[src/rtl/decode_queue.sv]
// Buffered RV32I decode stage: DEPTH-entry instruction FIFO, head decoder and load-use bubble.
// Optional performance counters (cnt_issued, cnt_bubble) are built when PERF_CNT_EN is defined.
module decode_queue #(
    parameter int unsigned DEPTH = 4,
    parameter int unsigned CNT_W = 32
) (
    input  logic        clk,
    input  logic        rst,
    input  logic        flush,
    input  logic        if_valid,
    input  logic [31:0] if_instr,
    input  logic [31:0] if_pc,
    output logic        if_ready,
    output logic        id_valid,
    input  logic        id_ready,
    output logic [31:0] id_pc,
    output logic [31:0] id_instr,
    output logic [4:0]  id_rs1,
    output logic [4:0]  id_rs2,
    output logic [4:0]  id_rd,
    output logic [2:0]  id_aluop,
    output logic [2:0]  id_cmpop,
    output logic        id_alumux1_sel,
    output logic [2:0]  id_alumux2_sel,
    output logic        id_cmpmux_sel,
    output logic [2:0]  id_regfilemux_sel,
    output logic [1:0]  id_pcmux_sel,
    output logic        id_load_regfile,
    output logic        id_mem_read,
    output logic        id_mem_write,
    output logic [2:0]  id_funct3,
    output logic        id_illegal
`ifdef PERF_CNT_EN
    ,
    output logic [CNT_W-1:0] cnt_issued,
    output logic [CNT_W-1:0] cnt_bubble
`endif
);

    localparam int unsigned PtrW = $clog2(DEPTH);
    localparam logic [PtrW:0] FullCnt = DEPTH[PtrW:0];

    if (DEPTH < 2 || (DEPTH & (DEPTH - 1)) != 0 || CNT_W < 1) begin : g_param_check
        $error("decode_queue: DEPTH must be a power of two >= 2 and CNT_W >= 1");
    end

    localparam logic [6:0] OpLui   = 7'b0110111;
    localparam logic [6:0] OpAuipc = 7'b0010111;
    localparam logic [6:0] OpJal   = 7'b1101111;
    localparam logic [6:0] OpJalr  = 7'b1100111;
    localparam logic [6:0] OpBr    = 7'b1100011;
    localparam logic [6:0] OpLoad  = 7'b0000011;
    localparam logic [6:0] OpStore = 7'b0100011;
    localparam logic [6:0] OpImm   = 7'b0010011;
    localparam logic [6:0] OpReg   = 7'b0110011;

    localparam logic [2:0] AluAdd = 3'd0;
    localparam logic [2:0] AluSll = 3'd1;
    localparam logic [2:0] AluSra = 3'd2;
    localparam logic [2:0] AluSub = 3'd3;
    localparam logic [2:0] AluXor = 3'd4;
    localparam logic [2:0] AluSrl = 3'd5;
    localparam logic [2:0] AluOr  = 3'd6;
    localparam logic [2:0] AluAnd = 3'd7;

    localparam logic [2:0] CmpBlt  = 3'b100;
    localparam logic [2:0] CmpBltu = 3'b110;

    localparam logic [2:0] Mux2Iimm = 3'd0;
    localparam logic [2:0] Mux2Uimm = 3'd1;
    localparam logic [2:0] Mux2Bimm = 3'd2;
    localparam logic [2:0] Mux2Simm = 3'd3;
    localparam logic [2:0] Mux2Jimm = 3'd4;
    localparam logic [2:0] Mux2Rs2  = 3'd5;

    localparam logic [2:0] RfAlu   = 3'd0;
    localparam logic [2:0] RfBrEn  = 3'd1;
    localparam logic [2:0] RfUimm  = 3'd2;
    localparam logic [2:0] RfLoad  = 3'd3;
    localparam logic [2:0] RfPc4   = 3'd4;

    localparam logic [1:0] PcPlus4  = 2'd0;
    localparam logic [1:0] PcBranch = 2'd1;
    localparam logic [1:0] PcJalr   = 2'd2;

    // Storage and queue state
    logic [31:0]     instr_mem_q [DEPTH];
    logic [31:0]     pc_mem_q    [DEPTH];
    logic [PtrW-1:0] wr_ptr_q, wr_ptr_d;
    logic [PtrW-1:0] rd_ptr_q, rd_ptr_d;
    logic [PtrW:0]   count_q, count_d;
    logic            lu_armed_q, lu_armed_d;
    logic [4:0]      lu_rd_q, lu_rd_d;

    logic [31:0] head_instr;
    logic [31:0] head_pc;
    logic        head_valid;
    logic [6:0]  opcode;
    logic [2:0]  funct3;
    logic        funct7_5;
    logic [4:0]  rs1, rs2, rd;

    logic [2:0] dec_aluop, dec_cmpop, dec_alumux2, dec_rfmux;
    logic       dec_alumux1, dec_cmpmux, dec_load_rf, dec_mem_read, dec_mem_write, dec_illegal;
    logic [1:0] dec_pcmux;
    logic       uses_rs1, uses_rs2, is_load;
    logic       bubble, push, pop;

    function automatic logic [2:0] alu_from_funct3(input logic [2:0] f3, input logic alt,
                                                   input logic is_reg);
        logic [2:0] op;
        case (f3)
            3'b000:  op = (alt && is_reg) ? AluSub : AluAdd;
            3'b001:  op = AluSll;
            3'b100:  op = AluXor;
            3'b101:  op = alt ? AluSra : AluSrl;
            3'b110:  op = AluOr;
            3'b111:  op = AluAnd;
            default: op = AluAdd;
        endcase
        return op;
    endfunction

    assign head_instr = instr_mem_q[rd_ptr_q];
    assign head_pc    = pc_mem_q[rd_ptr_q];
    assign head_valid = (count_q != '0);
    assign opcode     = head_instr[6:0];
    assign funct3     = head_instr[14:12];
    assign funct7_5   = head_instr[30];
    assign rs1        = head_instr[19:15];
    assign rs2        = head_instr[24:20];
    assign rd         = head_instr[11:7];

    always_comb begin
        dec_aluop     = AluAdd;
        dec_cmpop     = 3'd0;
        dec_alumux1   = 1'b0;
        dec_alumux2   = Mux2Iimm;
        dec_cmpmux    = 1'b0;
        dec_rfmux     = RfAlu;
        dec_pcmux     = PcPlus4;
        dec_load_rf   = 1'b0;
        dec_mem_read  = 1'b0;
        dec_mem_write = 1'b0;
        dec_illegal   = 1'b0;
        uses_rs1      = 1'b0;
        uses_rs2      = 1'b0;
        is_load       = 1'b0;
        case (opcode)
            OpReg, OpImm: begin
                uses_rs1    = 1'b1;
                uses_rs2    = (opcode == OpReg);
                dec_load_rf = 1'b1;
                dec_alumux2 = (opcode == OpReg) ? Mux2Rs2 : Mux2Iimm;
                // slt/sltu reuse the branch comparator and write br_en back
                if (funct3 == 3'b010 || funct3 == 3'b011) begin
                    dec_rfmux  = RfBrEn;
                    dec_cmpop  = (funct3 == 3'b010) ? CmpBlt : CmpBltu;
                    dec_cmpmux = (opcode == OpImm);
                end else begin
                    dec_aluop = alu_from_funct3(funct3, funct7_5, opcode == OpReg);
                end
            end
            OpLoad: begin
                uses_rs1     = 1'b1;
                is_load      = 1'b1;
                dec_mem_read = 1'b1;
                dec_rfmux    = RfLoad;
                dec_load_rf  = 1'b1;
            end
            OpStore: begin
                uses_rs1      = 1'b1;
                uses_rs2      = 1'b1;
                dec_alumux2   = Mux2Simm;
                dec_mem_write = 1'b1;
            end
            OpBr: begin
                uses_rs1    = 1'b1;
                uses_rs2    = 1'b1;
                dec_alumux1 = 1'b1;
                dec_alumux2 = Mux2Bimm;
                dec_pcmux   = PcBranch;
                dec_cmpop   = funct3;
            end
            OpLui: begin
                dec_rfmux   = RfUimm;
                dec_load_rf = 1'b1;
            end
            OpAuipc: begin
                dec_alumux1 = 1'b1;
                dec_alumux2 = Mux2Uimm;
                dec_load_rf = 1'b1;
            end
            OpJal: begin
                dec_alumux1 = 1'b1;
                dec_alumux2 = Mux2Jimm;
                dec_pcmux   = PcBranch;
                dec_rfmux   = RfPc4;
                dec_load_rf = 1'b1;
            end
            OpJalr: begin
                uses_rs1    = 1'b1;
                dec_pcmux   = PcJalr;
                dec_rfmux   = RfPc4;
                dec_load_rf = 1'b1;
            end
            default: dec_illegal = 1'b1;
        endcase
        if (rd == 5'd0) begin
            dec_load_rf = 1'b0;
        end
    end

    assign bubble   = lu_armed_q && head_valid &&
                      ((uses_rs1 && rs1 == lu_rd_q) || (uses_rs2 && rs2 == lu_rd_q));
    assign if_ready = (count_q < FullCnt) && !rst;
    assign id_valid = head_valid && !bubble && !flush && !rst;
    assign push     = if_valid && if_ready && !flush;
    assign pop      = id_valid && id_ready;

    always_comb begin
        wr_ptr_d   = wr_ptr_q;
        rd_ptr_d   = rd_ptr_q;
        count_d    = count_q;
        lu_armed_d = 1'b0;
        lu_rd_d    = 5'd0;
        if (flush) begin
            wr_ptr_d = '0;
            rd_ptr_d = '0;
            count_d  = '0;
        end else begin
            if (push) begin
                wr_ptr_d = wr_ptr_q + 1'b1;
            end
            if (pop) begin
                rd_ptr_d = rd_ptr_q + 1'b1;
                // Arm for exactly one cycle; any non-load pop or idle cycle disarms
                if (is_load && rd != 5'd0) begin
                    lu_armed_d = 1'b1;
                    lu_rd_d    = rd;
                end
            end
            if (push && !pop) begin
                count_d = count_q + 1'b1;
            end else if (pop && !push) begin
                count_d = count_q - 1'b1;
            end
        end
    end

    always_ff @(posedge clk) begin
        if (rst) begin
            wr_ptr_q   <= '0;
            rd_ptr_q   <= '0;
            count_q    <= '0;
            lu_armed_q <= 1'b0;
            lu_rd_q    <= 5'd0;
        end else begin
            wr_ptr_q   <= wr_ptr_d;
            rd_ptr_q   <= rd_ptr_d;
            count_q    <= count_d;
            lu_armed_q <= lu_armed_d;
            lu_rd_q    <= lu_rd_d;
        end
    end

    always_ff @(posedge clk) begin
        if (push) begin
            instr_mem_q[wr_ptr_q] <= if_instr;
            pc_mem_q[wr_ptr_q]    <= if_pc;
        end
    end

    always_comb begin
        id_pc             = 32'd0;
        id_instr          = 32'd0;
        id_rs1            = 5'd0;
        id_rs2            = 5'd0;
        id_rd             = 5'd0;
        id_aluop          = 3'd0;
        id_cmpop          = 3'd0;
        id_alumux1_sel    = 1'b0;
        id_alumux2_sel    = 3'd0;
        id_cmpmux_sel     = 1'b0;
        id_regfilemux_sel = 3'd0;
        id_pcmux_sel      = 2'd0;
        id_load_regfile   = 1'b0;
        id_mem_read       = 1'b0;
        id_mem_write      = 1'b0;
        id_funct3         = 3'd0;
        id_illegal        = 1'b0;
        if (id_valid) begin
            id_pc             = head_pc;
            id_instr          = head_instr;
            id_rs1            = rs1;
            id_rs2            = rs2;
            id_rd             = rd;
            id_aluop          = dec_aluop;
            id_cmpop          = dec_cmpop;
            id_alumux1_sel    = dec_alumux1;
            id_alumux2_sel    = dec_alumux2;
            id_cmpmux_sel     = dec_cmpmux;
            id_regfilemux_sel = dec_rfmux;
            id_pcmux_sel      = dec_pcmux;
            id_load_regfile   = dec_load_rf;
            id_mem_read       = dec_mem_read;
            id_mem_write      = dec_mem_write;
            id_funct3         = funct3;
            id_illegal        = dec_illegal;
        end
    end

`ifdef PERF_CNT_EN
    logic [CNT_W-1:0] cnt_issued_q, cnt_bubble_q;

    always_ff @(posedge clk) begin
        if (rst) begin
            cnt_issued_q <= '0;
            cnt_bubble_q <= '0;
        end else begin
            if (pop) begin
                cnt_issued_q <= cnt_issued_q + 1'b1;
            end
            if (bubble && !flush) begin
                cnt_bubble_q <= cnt_bubble_q + 1'b1;
            end
        end
    end

    assign cnt_issued = cnt_issued_q;
    assign cnt_bubble = cnt_bubble_q;
`endif

endmodule
[config.mk]
export PLATFORM = sky130hd
export DESIGN_NAME = decode_queue
export DESIGN_NICKNAME = d
export VERILOG_FILES = /design/src/rtl/decode_queue.sv
export SDC_FILE = /design/constraint.sdc
export NUM_CORES = 1
export LEC_CHECK = 0
export ABC_AREA = 1
export CAP_MARGIN = 0
export CORE_ASPECT_RATIO = 1.4
export CORE_MARGIN = 5
export CORE_UTILIZATION = 56
export CTS_BUF_LIST = sky130_fd_sc_hd__clkbuf_2
export CTS_CLUSTER_DIAMETER = 80
export CTS_CLUSTER_SIZE = 28
export DETAILED_ROUTE_END_ITERATION = 8
export GPL_ROUTABILITY_DRIVEN = 0
export PLACE_DENSITY = 0.82
export SLEW_MARGIN = 20
export SYNTH_ARGS = -nofsm -noshare
export SYNTH_HDL_FRONTEND = slang
export SYNTH_SLANG_ARGS = --single-unit
export TNS_END_PERCENT = 20
[constraint.sdc]
create_clock -name clk -period 6.43 [get_ports clk]
set_clock_uncertainty 0.2 [all_clocks]
set_input_delay 1.929 -clock clk [delete_from_list [all_inputs] [get_ports clk]]
set_output_delay 1.929 -clock clk [all_outputs]
set_load 0.005 [all_outputs]
==> flow_summary_export.csv <==
group,metric,value,unit
synthesis,yosysTopAreaCellShare,67.7,%
cts,cts-htree-levels,1,
grt,grt.total_usage,20.3,%
grt,antenna_found_initial,3,
routing,ant_nets,0,
setup_path,crit_type,"input port to primary output",
sta,period_minus_slack,6.23,ns
routing,drt-pass1-iter-count,5,
final_layout,final_cell_mix,"299 x nand2_1, 256 x edfxtp_1, 172 x clkdlybuf4s50_1",
grt,grt_pass1_vias,7631,
sta,tightest_slew,0.972,ns
final_layout,regArea,7990,um2
grt,grt_start_max_net_pins,91,
floorplan,die_w,130,um
sta,hold_viol_final,0,
pwr,power.density,198,nW/um2
cts,numCtsBuffers,13,
setup_path,r2r_end,"count_q[2]",
floorplan,die_y,179,um
cts,clock-sinks,271,
final_layout,nFillCells,1410,
final_layout,nets,1195,
hold_path,hp-start,"count_q[1]",
setup_path,critPathMaxFanout,39,
cts,cts_tree,"built",
synthesis,yosysUniqueCellTypes,32,
cts,root_buffer,"clkbuf_2",
final_layout,multiInputGateArea,2850,um2
placed_design,io_buffers,172,
cts,ctsHoldBuffers,0,
synthesis,yosys-top-cells-area,"edfxtp_1 68%, nand2_1 9.9%, a21oi_1 4.2%",
floorplan,initial_core_util,57.0,%
run_status,status,"finished clean",
floorplan,dieArea,23300,um2
setup_path,worstSetupEndpointType,"primary output",
sta,rsz0062_at_grt,"false",
synthesis,yosysTopAreaCell,"edfxtp_1",
floorplan,core,19900,um2
pwr,ir_drop,0.237,mV
synthesis,avgSynthCellArea,11.5,um2
synthesis,ys_warn_count,0,
synthesis,syn_area,11400,um2
synthesis,ys_seq_area_share,70.3,%
cts,clockBufferDepth,3,
final_layout,drive_above_1_share,5.06,%
grt,grt.overflow.total,0,
hold_path,min_path_type,"flip-flop to flip-flop",
final_layout,layout_commonest_cell,"nand2_1",
cts,clock_latency,0.80,ns
grt,grt_pass1_wl,37600,um
routing,drc,0,
hold_path,min_to,"count_q[1]",
sta,setup_slack,0.202,ns
setup_path,worst_setup_path_start_kind,"input port",
cts,clkTransAtPathRegs,0.47,ns
final_layout,areaGrowthSynthToFinish,17.6,%
setup_path,ff2ff_path_depth,20,
placed_design,pre_cts_ws,0.167,ns
setup_path,cp_data_required_time,4.30,ns
sta,fin_setup_tns,0,ns
setup_path,worstPathArrival,4.10,ns
placed_design,hpwl,14900,um
sta,relSlewSlack,35.2,%
sta,finalMaxSlewViolations,0,
routing,via_count,7712,
synthesis,synth_cells,987,
floorplan,num_rows,61,
floorplan,io_pins,173,
routing,routedWlPerCell,17.7,um
routing,drt_iter0_markers,524,
synthesis,synth_fp_nets,1062,
synthesis,ys_ff_latch,271,
routing,routed_wl,24400,um
routing,viasPerCell,5.59,
sta,timing.final.crit_share,96.9,%
sta,final-setup-viol-count,0,
hold_path,min_delay_path_depth,2,
sta,max_freq,0.161,GHz
final_layout,utilization,67.1,%
setup_path,reg2reg_slack,2.98,ns
job,drv_cap,0,
pwr,p_leak,4.99,nW
[where the power goes]
group          total (mW)  switching (mW)  internal, mW
Combinational       0.141          0.0735        0.0679
Clock               0.540           0.460        0.0807
Sequential           1.96         0.00525          1.95
Total                2.64           0.538          2.10
[synthesized netlist by cell type (all sizes together)]
master and n:
o21ai 8, a32oi 5, xor2 4, ha 5
dfxtp 15, a21oi 95, a32o 4, nor3b 1
fa 1, inv 44, nand4 3, clkbuf 17
nor4 1, nor2 73, nand3 55, edfxtp 256
a211oi 39, nor3 5, buf 52, nand2 300
a31oi 1, or2 3
[registers in the layout (all words and copies together) (netlist names), named ones only]
| register | flops |
|---|---|
| instr_mem_q | 128 |
| pc_mem_q | 128 |
| lu_rd_q | 5 |
| count_q | 3 |
| rd_ptr_q | 2 |
| wr_ptr_q | 2 |
| lu_armed_q | 1 |
[cells by family after synthesis]
| kind of cell | synth area share (%) |
|---|---|
| and+or+nand+nor | 15.7 |
| buffers and inverters | 4.97 |
| adders and majority gates | 0.727 |
| AOI/OAI and AO/OA | 7.98 |
| DFF | 70.3 |
| xor gates and xnor gates | 0.308 |
[repair_timing]
action | 4_1_cts | 5_1_grt
gates cloned | 0 | 1
gates resized for setup | 3 | 10
pin swaps | 0 | 0
endpoints found under the setup margin | 89 | 103
setup buffers | 0 | 3
[per-layer routing]
layer	global-route usage, %	routed length (um)	vias to the layer above	part of all wire, %
met1	25.6	9780	3682	40
met5	0	27	-	0.11
met3	2.82	1800	37	7.4
li1	-	-	3675	-
met2	37.0	12300	314	51
met4	4.80	430	4	1.8
[worst max-delay path by stage]
stage / startpoint / end / slack [ns] / cells past startpoint
floorplan: flush / instr_mem_q[0][0] / 0.62 / 5
global placement: rst / id_pc[26] / 0.20 / 8
detailed placement: rst / id_instr[31] / 0.17 / 8
CTS: flip-flop / id_regfilemux_sel[0] / 0.02 / 18
global route: flip-flop / id_regfilemux_sel[0] / 0.03 / 18
finish: rst / id_pc[27] / 0.20 / 8
[critical path, stage by stage]
cell and delay, ns:
clkdlybuf4s50_1 0.42, nor2_1 0.14, inv_1 0.13, a21oi_2 0.22, nand2_4 0.12, buf_16 0.20
a211oi_1 0.33, clkdlybuf4s50_1 0.59
[layout make-up]
| class | instances | share of cell area (%) |
|---|---|---|
| diodes | 1 | 0.0187 |
| clock buffers | 19 | 0.712 |
| clock inverters | 2 | 0.0936 |
| inverters | 44 | 1.38 |
| multi-input cells | 603 | 21.3 |
| flip-flops and latches | 271 | 59.8 |
| well taps | 252 | 2.36 |
| repair buffers | 187 | 14.3 |
[stage by stage]
stage                     power [mW]  cells  hold slack (ns)  instance area (um2)
final                           2.64   1379            0.310                13400
after global routing            2.74   1379            0.340                13400
after CTS                       2.66   1374            0.306                13300
after detailed placement        2.13   1353            0.284                13100
after global placement          2.13   1353            0.274                13100
after floorplan                 2.05    987            0.261                11400
(Power assumes the default switching activity.)
